--- src/rtl/tri_port_merge_pkg.sv ---
// tri_merge_pkg: shared widths, port types and round-robin helper for tri_port_merge
package tri_merge_pkg;
  localparam int DW = 8;
  localparam int NPORT = 3;
  typedef struct packed {
    logic          wen;
    logic [DW-1:0] data;
  } joined_t;
  typedef logic [1:0] port_idx_t;
  function automatic port_idx_t rr_next(port_idx_t p);
    return (p == 2'd2) ? 2'd0 : p + 2'd1;
  endfunction
endpackage

--- src/rtl/tri_port_merge_if.sv ---
// tri_port_merge_if: three write ports in, merged stream and per-port status out
interface tri_port_merge_if;
  import tri_merge_pkg::*;
  logic             wen0, wen1, wen2;
  logic [DW-1:0]    i_data0, i_data1, i_data2;
  logic             valid;
  logic [DW-1:0]    o_data;
  logic [NPORT-1:0] full_o, ovf_o;
  modport master (
    output wen0, wen1, wen2, i_data0, i_data1, i_data2,
    input  valid, o_data, full_o, ovf_o
  );
  modport slave (
    input  wen0, wen1, wen2, i_data0, i_data1, i_data2,
    output valid, o_data, full_o, ovf_o
  );
endinterface

--- src/rtl/tri_port_merge_fifo.sv ---
// merge_fifo: synchronous FIFO with extra-MSB pointers and combinational head
module merge_fifo #(
  parameter int DW    = 8,
  parameter int DEPTH = 4
) (
  input  logic          clk_i,
  input  logic          rst_n_i,
  input  logic          push,
  input  logic          pop,
  input  logic [DW-1:0] din,
  output logic          full,
  output logic          empty,
  output logic [DW-1:0] head
);
  localparam int AW = $clog2(DEPTH);
  logic [AW:0]   wp, rp;
  logic [DW-1:0] mem [DEPTH];
  assign full  = (wp[AW] != rp[AW]) && (wp[AW-1:0] == rp[AW-1:0]);
  assign empty = wp == rp;
  assign head  = mem[rp[AW-1:0]];
  always_ff @(posedge clk_i) begin
    if (!rst_n_i) begin
      wp <= '0;
      rp <= '0;
    end else begin
      if (push) wp <= wp + 1'b1;
      if (pop) rp <= rp + 1'b1;
    end
  end
  always_ff @(posedge clk_i) begin
    if (push) mem[wp[AW-1:0]] <= din;
  end
endmodule

--- src/rtl/tri_port_merge.sv ---
// tri_port_merge: three buffered write ports merged round-robin into one registered stream
module tri_port_merge
  import tri_merge_pkg::*;
#(
  parameter int DW    = 8,
  parameter int DEPTH = 4,
  parameter int NPORT = 3
) (
  input  logic clk_i,
  input  logic rst_n_i,
  input  logic freeze_i,
  tri_port_merge_if.slave bus
);
  joined_t          wr [NPORT];
  logic [DW-1:0]    head [NPORT];
  logic [NPORT-1:0] full, empty, push, pop, drop, ovf_q;
  port_idx_t        rr, n1, n2, grant;
  logic             run, any, valid_q;
  logic [DW-1:0]    data_q, hd;
  assign wr[0] = '{wen: bus.wen0, data: bus.i_data0};
  assign wr[1] = '{wen: bus.wen1, data: bus.i_data1};
  assign wr[2] = '{wen: bus.wen2, data: bus.i_data2};
  assign run   = !freeze_i;
  assign any   = ~&empty;
  assign n1    = rr_next(rr);
  assign n2    = rr_next(n1);
  // grant is decided on pre-edge occupancy, so fresh pushes wait one cycle
  assign grant = !empty[rr] ? rr : !empty[n1] ? n1 : n2;
  assign hd    = grant == 2'd2 ? head[2] : grant == 2'd1 ? head[1] : head[0];
  genvar k;
  generate
    for (k = 0; k < NPORT; k++) begin : g_port
      assign pop[k]  = run && any && grant == port_idx_t'(k);
      assign push[k] = run && wr[k].wen && (!full[k] || pop[k]);
      assign drop[k] = run && wr[k].wen && full[k] && !pop[k];
      merge_fifo #(.DW(DW), .DEPTH(DEPTH)) u_fifo (
        .clk_i   (clk_i),
        .rst_n_i (rst_n_i),
        .push    (push[k]),
        .pop     (pop[k]),
        .din     (wr[k].data),
        .full    (full[k]),
        .empty   (empty[k]),
        .head    (head[k])
      );
    end
  endgenerate
  always_ff @(posedge clk_i) begin
    if (!rst_n_i) begin
      valid_q <= 1'b0;
      data_q  <= '0;
      ovf_q   <= '0;
      rr      <= '0;
    end else if (run) begin
      valid_q <= any;
      ovf_q   <= ovf_q | drop;
      if (any) begin
        data_q <= hd;
        rr     <= rr_next(grant);
      end
    end
  end
  assign bus.valid  = valid_q;
  assign bus.o_data = data_q;
  assign bus.full_o = full;
  assign bus.ovf_o  = ovf_q;
endmodule

--- src/flat_wrapper.sv ---
// flat-port wrapper written by rule: the top's interface ports become plain ports
module tri_port_merge_flat import tri_merge_pkg::*;
#(
  parameter int DW    = 8,
  parameter int DEPTH = 4,
  parameter int NPORT = 3
)
  (clk_i, rst_n_i, freeze_i, bus_wen0, bus_wen1, bus_wen2, bus_i_data0, bus_i_data1, bus_i_data2, bus_valid, bus_o_data, bus_full_o, bus_ovf_o);
  tri_port_merge_if bus_i ();
  input  logic clk_i;
  input  logic rst_n_i;
  input  logic freeze_i;
  input wire logic [$bits(bus_i.wen0)-1:0] bus_wen0;
  input wire logic [$bits(bus_i.wen1)-1:0] bus_wen1;
  input wire logic [$bits(bus_i.wen2)-1:0] bus_wen2;
  input wire logic [$bits(bus_i.i_data0)-1:0] bus_i_data0;
  input wire logic [$bits(bus_i.i_data1)-1:0] bus_i_data1;
  input wire logic [$bits(bus_i.i_data2)-1:0] bus_i_data2;
  output wire logic [$bits(bus_i.valid)-1:0] bus_valid;
  output wire logic [$bits(bus_i.o_data)-1:0] bus_o_data;
  output wire logic [$bits(bus_i.full_o)-1:0] bus_full_o;
  output wire logic [$bits(bus_i.ovf_o)-1:0] bus_ovf_o;
  assign bus_i.wen0 = bus_wen0;
  assign bus_i.wen1 = bus_wen1;
  assign bus_i.wen2 = bus_wen2;
  assign bus_i.i_data0 = bus_i_data0;
  assign bus_i.i_data1 = bus_i_data1;
  assign bus_i.i_data2 = bus_i_data2;
  assign bus_valid = bus_i.valid;
  assign bus_o_data = bus_i.o_data;
  assign bus_full_o = bus_i.full_o;
  assign bus_ovf_o = bus_i.ovf_o;
  tri_port_merge #(.DW(DW), .DEPTH(DEPTH), .NPORT(NPORT)) u_core (.clk_i(clk_i), .rst_n_i(rst_n_i), .freeze_i(freeze_i), .bus(bus_i));
endmodule
--- config.mk ---
export PLATFORM = sky130hd
export DESIGN_NAME = tri_port_merge_flat
export DESIGN_NICKNAME = d
export VERILOG_FILES = /design/src/rtl/tri_port_merge_pkg.sv /design/src/rtl/tri_port_merge_if.sv /design/src/rtl/tri_port_merge_fifo.sv /design/src/rtl/tri_port_merge.sv /design/src/flat_wrapper.sv
export SDC_FILE = /design/constraint.sdc
export NUM_CORES = 1
export LEC_CHECK = 0
export CAP_MARGIN = 0
export CORE_MARGIN = 2
export CORE_UTILIZATION = 35
export CTS_BUF_LIST = sky130_fd_sc_hd__clkbuf_4
export CTS_CLUSTER_DIAMETER = 50
export DETAILED_ROUTE_END_ITERATION = 6
export GPL_ROUTABILITY_DRIVEN = 1
export PLACE_DENSITY = 0.64
export SETUP_SLACK_MARGIN = 0.5
export SLEW_MARGIN = 10
export SYNTH_ARGS = -nofsm -noshare
export SYNTH_HDL_FRONTEND = slang
export SYNTH_HIERARCHICAL = 1
export SYNTH_SLANG_ARGS = --single-unit
--- constraint.sdc ---
create_clock -name clk_i -period 2.7 [get_ports clk_i]
set_clock_uncertainty 0.05 [all_clocks]
set_input_delay 0.27 -clock clk_i [delete_from_list [all_inputs] [get_ports clk_i]]
set_output_delay 0.27 -clock clk_i [all_outputs]
set_load 0.1 [all_outputs]
==> metrics.cfg, run 1 <==
[outcome]
status=completed

[power]
pwr-share-clk=0.270
seqPwrFrac=0.435
netSwitchingFraction=0.317
p_int_mw=3.91
comb_power_share=0.295
p_leak_nw=2.43
power.total_mw=5.73
switching_power_mw=1.82
ir_worst_vdd_mv=0.543
powerDensity_nw_per_um2=812

[timing]
setup_viol=0
period_minus_slack_ns=2.22
tns_ns=0
slew_violations=0
fin_crit_sh=0.821
rsz0062_at_grt=yes
hold_ws_ns=0.349
relSlewSlack=0.620
hold_viol=0
fin_ws_ns=0.484
tightest_slew_ns=0.570
fmax_mhz=451

[final_layout]
fin_cells=650
syn2layout_area_growth_pct=28.7
drive_above_1_share=0.390
num_antenna_cells=0
final_area_sq_um=7060
postLayoutCoreUtil=0.463
mostFrequentLayoutCell=edfxtp_1
final_cell_mix=edfxtp_1 (96), buf_4 (40), clkdlybuf4s50_1 (29)
layout.nets=471

[critical_path]
path_class=reg2reg
r2r_end=u_core/g_port[2].u_fifo/mem[3][7]$_DFFE_PP_
cp-start-kind=register
critPathMaxFanout=8
startpoint=u_core/g_port[0].u_fifo/wp[1]$_SDFFE_PN0P_
worstRegToRegCells=8
r2r_slack_ns=0.48
crit_path_end=u_core/g_port[2].u_fifo/mem[3][7]$_DFFE_PP_
cp-end-kind=register
crit_arrival_ns=2.36
cp.required_ns=2.84
r2r-start=u_core/g_port[0].u_fifo/wp[1]$_SDFFE_PN0P_

[floorplanning]
rows=45
dieWidth_um=129
ios=45
dieArea_sq_um=16700
die_y_um=129
core_sq_um=15300
initial_utilization=0.360

[detailed_routing]
drt_iter0_drc=140
vias=3113
drc=0
firstDrtPassIters=4
viasPerCell=4.79
wire_per_inst_um=16.5
routed_wl_um=10700
route.antenna.remaining_nets=0

[yosys]
yosysWarnings=6
synth_area_leaders=edfxtp_1 (53%), dfxtp_1 (14%), mux4_2 (9.8%)
synth_area_per_cell_sq_um=15.8
yosysTopAreaCellShare=0.525
synth-edff-count=96
syn_area_sq_um=5490
synth_cell_types=39
netlist_instances=347
async_flop_share=0
yosysSeqAreaShare=0.664
yosys_most_used_dff=edfxtp_1
yosysTopAreaCell=edfxtp_1
ys_ff_latch=134
syn-num-nets=392

[global_route]
grt_max_degree=18
grt_overflow_total=0
grt_pass1_vias=3303
antenna_found_initial=0
grt_pass1_wl_um=17100
grt_usage=0.137

[clock_network]
htreeDepth=4
cts.path.max_buffers=2
numCtsBuffers=17
clock_sinks=134
cts_tree=done
cts-root-buf=clkbuf_4
clk_latency_ns=0.49
clk_pin_slew_ns=0.11

[placed_design]
place_inst=593
place_area_sq_um=6270
dp_hpwl_um=7340
pre_cts_ws_ns=0.350
port_buffers=44
globalplace.congestion=0.749

[min_path]
hold_class=in2reg

[run]
drv_cap=0

==> cell type report <==
type                    count  area, sq um
inverters                  13         48.8
multi-input cells         185         2050
clock buffers              19          143
well taps                 211          264
repair buffers             75          689
clock inverters            13          204
flip-flops and latches    134         3670
fillers                  1316         8190
==> cell families after synthesis <==
logic type / Yosys count / synth area share
buf+inv: 28 / 0.0262
flops: 134 / 0.664
simple gates: 79 / 0.0745
fa+ha+maj: 15 / 0.0342
mux: 38 / 0.124
xor+xnor: 15 / 0.0239
compound gates: 38 / 0.0536
==> registers in the layout (all words and copies together) (netlist names), named ones only <==
register / flops
u_core/g_port.u_fifo/mem: 96
u_core/g_port.u_fifo/rp: 9
u_core/g_port.u_fifo/wp: 9
u_core/bus.o_data: 8
u_core/bus.ovf_o: 3
u_core/rr: 2
u_core/bus.valid: 1
==> power by group through the flow <==
stage	combinational [mW]	sequential [mW]	clock, mW
finish	1.69	2.50	1.55
global route	1.79	2.53	1.68
global placement	1.30	2.54	0
detailed placement	1.31	2.54	0
floorplan	0.724	2.82	0
CTS	1.45	2.50	1.60
==> critical path, stage by stage, from the launching register on <==
cell     delay [ns]
dfxtp_4        0.38
xor2_4         0.19
nor3b_4        0.31
nor2b_4        0.21
o21a_1         0.17
o21ai_2        0.07
a21oi_1        0.15
buf_4          0.16
and2_4         0.22
==> what timing repair did <==
| item | CTS | global route |
|---|---|---|
| gates resized for setup | 26 | 32 |
| hold buffers | 0 | 0 |
| endpoints found under the setup margin | 105 | 114 |
| buffers inserted | 15 | 9 |
| cloned | 0 | 1 |
| pin swaps | 8 | 17 |
==> worst min path at each step <==
stage	start	end	slack (ns)	cells past startpoint
2_1_floorplan	bus_i_data0[0]	u_core/g_port[0].u_fifo/mem[0][0]$_DFFE_PP_	0.32	0
3_3_place_gp	u_core/bus.o_data[3]$_SDFFE_PN0N_	u_core/bus.o_data[3]$_SDFFE_PN0N_	0.42	2
3_5_place_dp	u_core/bus.ovf_o[2]$_SDFFE_PN0N_	u_core/bus.ovf_o[2]$_SDFFE_PN0N_	0.44	2
4_1_cts	bus_i_data1[1]	u_core/g_port[1].u_fifo/mem[0][1]$_DFFE_PP_	0.29	1
5_1_grt	bus_i_data2[6]	u_core/g_port[2].u_fifo/mem[3][6]$_DFFE_PP_	0.29	1
6_report	bus_i_data1[1]	u_core/g_port[1].u_fifo/mem[0][1]$_DFFE_PP_	0.35	1
==> routing by layer <==
metal	GRT usage	part of all wire	up-vias
met5	0	0	-
met4	0.0486	0.0094	0
met3	0.0334	0.028	8
met2	0.223	0.51	55
met1	0.181	0.45	1579
li1	-	-	1471
==> synth_stat cells (2+ instances only) <==
library cell / instances
edfxtp_1: 96
dfxtp_1: 38
mux4_2: 24
nor2_1: 19
nand3_1: 16
ha_1: 15
mux2i_1: 14
and2_1: 13
inv_1: 11
nand2_1: 10
a21oi_1: 9
xnor2_1: 9
o221ai_1: 8
a21bo_2: 6
nand3b_1: 6
xor2_1: 6
buf_2: 4
buf_6: 4
clkbuf_1: 4
nand2b_1: 4
a21boi_1: 3
clkbuf_2: 3
nor2b_1: 3
nor3_1: 3
nor3b_1: 3
inv_2: 2
o21a_1: 2
Power figures use the tool's default switching activity.
==> inputs of run 2 (changes only) <==
--- a/config.mk
+++ b/config.mk
@@ -12,7 +12,7 @@
 export CTS_CLUSTER_DIAMETER = 50
 export DETAILED_ROUTE_END_ITERATION = 6
 export GPL_ROUTABILITY_DRIVEN = 1
-export PLACE_DENSITY = 0.64
+export PLACE_DENSITY = 0.66
 export SETUP_SLACK_MARGIN = 0.5
 export SLEW_MARGIN = 10
 export SYNTH_ARGS = -nofsm -noshare
==> constraint.sdc (replaced) <==
create_clock -name clk_i -period 1.9 [get_ports clk_i]
set_clock_uncertainty 0.05 [all_clocks]
set_input_delay 0.19 -clock clk_i [delete_from_list [all_inputs] [get_ports clk_i]]
set_output_delay 0.19 -clock clk_i [all_outputs]
set_load 0.1 [all_outputs]
==> metrics.cfg, run 2 (same netlist as run 1, synthesis figures left out) <==
[global_route]
grt_usage=0.143  ; was 0.137
grt_pass1_wl_um=17600  ; was 17100 um
grt_overflow_total=0  ; unchanged
grt_pass1_vias=3401  ; was 3303
antenna_found_initial=1  ; was 0
grt_max_degree=18  ; unchanged

[detailed_routing]
viasPerCell=4.78  ; was 4.79
drc=0  ; unchanged
firstDrtPassIters=4  ; unchanged
vias=3251  ; was 3113
drt_iter0_drc=198  ; was 140
wire_per_inst_um=16.4  ; was 16.5 um
routed_wl_um=11200  ; was 10700 um
route.antenna.remaining_nets=0  ; unchanged

[timing]
setup_viol=130  ; was 0
relSlewSlack=0.706  ; was 0.620
tns_ns=-24.88  ; was 0 ns
period_minus_slack_ns=2.17  ; was 2.22 ns
tightest_slew_ns=0.440  ; was 0.570 ns
hold_viol=0  ; unchanged
rsz0062_at_grt=yes  ; unchanged
fin_crit_sh=1.14  ; was 0.821
slew_violations=0  ; unchanged
fin_ws_ns=-0.274  ; was 0.484 ns
fmax_mhz=460  ; was 451 MHz

[critical_path]
slowest_stage=dfxtp_2  ; was dfxtp_4
critPathMaxFanout=8  ; unchanged
cp.required_ns=2.09  ; was 2.84 ns
r2r_slack_ns=-0.27  ; was 0.48 ns
crit_arrival_ns=2.37  ; was 2.36 ns
max_stage_delay_ns=0.35  ; was 0.38 ns
cp-start-kind=register  ; unchanged
cp-end-kind=register  ; unchanged
r2r-start=u_core/g_port[0].u_fifo/wp[0]$_SDFFE_PN0P_  ; was u_core/g_port[0].u_fifo/wp[1]$_SDFFE_PN0P_
cp_cell_sequence=xor2_2 -> nor3b_4 -> buf_4 -> nand2_1 -> o32ai_2 -> buf_4 -> nand2_4 -> a21oi_4 -> and2_4  ; was xor2_4 -> nor3b_4 -> nor2b_4 -> o21a_1 -> o21ai_2 -> a21oi_1 -> buf_4 -> and2_4
cp_num_buf_inv=2  ; was 1
crit_top_cell=buf_4
r2r_end=u_core/g_port[1].u_fifo/mem[0][6]$_DFFE_PP_  ; was u_core/g_port[2].u_fifo/mem[3][7]$_DFFE_PP_
path_class=reg2reg  ; unchanged
worstRegToRegCells=9  ; was 8
crit_family=simple AND/OR/NAND/NOR gates  ; unchanged

[power]
ir_worst_vdd_mv=0.689  ; was 0.543 mV
powerDensity_nw_per_um2=1070  ; was 812 nW/um^2
p_leak_nw=2.60  ; was 2.43 nW

[placed_design]
port_buffers=44  ; unchanged
dp_hpwl_um=8000  ; was 7340 um
globalplace.congestion=0.788  ; was 0.749
pre_cts_ws_ns=-0.278  ; was 0.350 ns

[clock_network]
htreeDepth=4  ; unchanged
clk_pin_slew_ns=0.11  ; about the same
clock_sinks=134  ; unchanged
cts-root-buf=clkbuf_4  ; unchanged
clk_latency_ns=0.53  ; was 0.49 ns
cts_hold_buf=0  ; unchanged
cts_tree=done  ; unchanged
numCtsBuffers=17  ; unchanged
cts.path.max_buffers=2  ; unchanged

[min_path]
hp-start=bus_wen2  ; was bus_i_data1[1]
hold_end=u_core/bus.ovf_o[2]$_SDFFE_PN0N_  ; was u_core/g_port[1].u_fifo/mem[0][1]$_DFFE_PP_
hold_class=in2reg  ; unchanged
min_path_cells=3  ; was 1

[final_layout]
final_cell_mix=edfxtp_1 (96), buf_4 (48), clkdlybuf4s50_1 (29)  ; was edfxtp_1 (96), buf_4 (40), clkdlybuf4s50_1 (29)
largest_reg_flops=96  ; unchanged
mostFrequentLayoutCell=edfxtp_1  ; unchanged
syn2layout_area_growth_pct=34.5  ; was 28.7%
drive_above_1_share=0.457  ; was 0.390
layout.nets=500  ; was 471

[floorplanning]
core_sq_um=15300  ; unchanged
dieWidth_um=129  ; unchanged
ios=45  ; unchanged
rows=45  ; unchanged
die_y_um=129  ; unchanged
initial_utilization=0.360  ; unchanged
dieArea_sq_um=16700  ; unchanged

[outcome]
status=finished, violations left  ; was completed
violations=setup timing

[run]
drv_cap=0  ; unchanged

[run 2: per-stage QoR]
stage	power, mW	hold WS (ns)	util	instances	area (sq um)
2_1_floorplan	5.07	0.239	-	347	5720
3_3_place_gp	5.65	0.406	0.435	630	6640
4_1_cts	7.74	0.191	0.471	668	7180
6_report	7.89	0.241	0.484	680	7380
5_1_grt	8.27	0.192	0.484	680	7380
3_5_place_dp	5.69	0.408	0.435	630	6640
[run 2: timing repair]
| action | in CTS | in global routing |
|---|---|---|
| buffers inserted | 6 | 11 |
| hold endpoints to repair | 0 | 0 |
| pin swaps | 11 | 13 |
| setup endpoints to repair | 149 | 145 |
| resized for setup | 70 | 31 |
[run 2: cell type report]
cell class                 count  area (sq um)
fill                        1293          7870
clock inverter                13           109
inverter                      13          56.3
timing repair buffer         104          1100
sequential                   134          3700
clock buffer                  19           143
tap                          211           264
multi-input combinational    185          2010
antenna                        1          2.50
[run 2: worst register-to-register path, cell delays in order (launching register included)]
cell and delay, ns:
dfxtp_2 0.35, xor2_2 0.19, nor3b_4 0.31, buf_4 0.16, nand2_1 0.05, o32ai_2 0.11
buf_4 0.18, nand2_4 0.06, a21oi_4 0.17, and2_4 0.25
[run 2: worst max path at each step]
stage,startpoint,endpoint,slack [ns],depth (start not counted)
6_report,u_core/g_port[0].u_fifo/wp[0]$_SDFFE_PN0P_,u_core/g_port[1].u_fifo/mem[0][6]$_DFFE_PP_,-0.27,9
5_1_grt,u_core/g_port[2].u_fifo/wp[0]$_SDFFE_PN0P_,u_core/g_port[2].u_fifo/wp[2]$_SDFFE_PN0P_,-0.35,10
4_1_cts,u_core/g_port[0].u_fifo/rp[1]$_SDFFE_PN0P_,u_core/g_port[2].u_fifo/mem[2][1]$_DFFE_PP_,-0.21,8
3_5_place_dp,u_core/g_port[1].u_fifo/rp[0]$_SDFFE_PN0P_,u_core/g_port[2].u_fifo/mem[2][5]$_DFFE_PP_,-0.28,8
3_3_place_gp,u_core/g_port[0].u_fifo/wp[1]$_SDFFE_PN0P_,u_core/g_port[1].u_fifo/mem[3][6]$_DFFE_PP_,-0.21,7
2_1_floorplan,u_core/g_port[0].u_fifo/wp[0]$_SDFFE_PN0P_,u_core/g_port[0].u_fifo/mem[3][0]$_DFFE_PP_,-0.31,5
[run 2: power by group]
part / switching [mW] / internal, mW / leakage (nW)
logic: 1.42 / 1.26 / 1.26
clock network: 1.01 / 0.670 / 0.141
registers: 0.178 / 3.34 / 1.20
[run 2: layer usage]
layer  share of wire  vias to the layer above  track usage
li1                -                     1535            -
met2            0.51                       61        0.241
met3           0.031                       16       0.0347
met1            0.44                     1639        0.178
met5               0                        -            0
met4           0.017                        0       0.0614
==> inputs of run 3 (changes only) <==
--- a/config.mk
+++ b/config.mk
@@ -5,7 +5,6 @@
 export SDC_FILE = /design/constraint.sdc
 export NUM_CORES = 1
 export LEC_CHECK = 0
-export CAP_MARGIN = 0
 export CORE_MARGIN = 2
 export CORE_UTILIZATION = 35
 export CTS_BUF_LIST = sky130_fd_sc_hd__clkbuf_4
==> results of run 3 <==
Same layout as run 2: the final DEF is identical, and so are final timing and power.
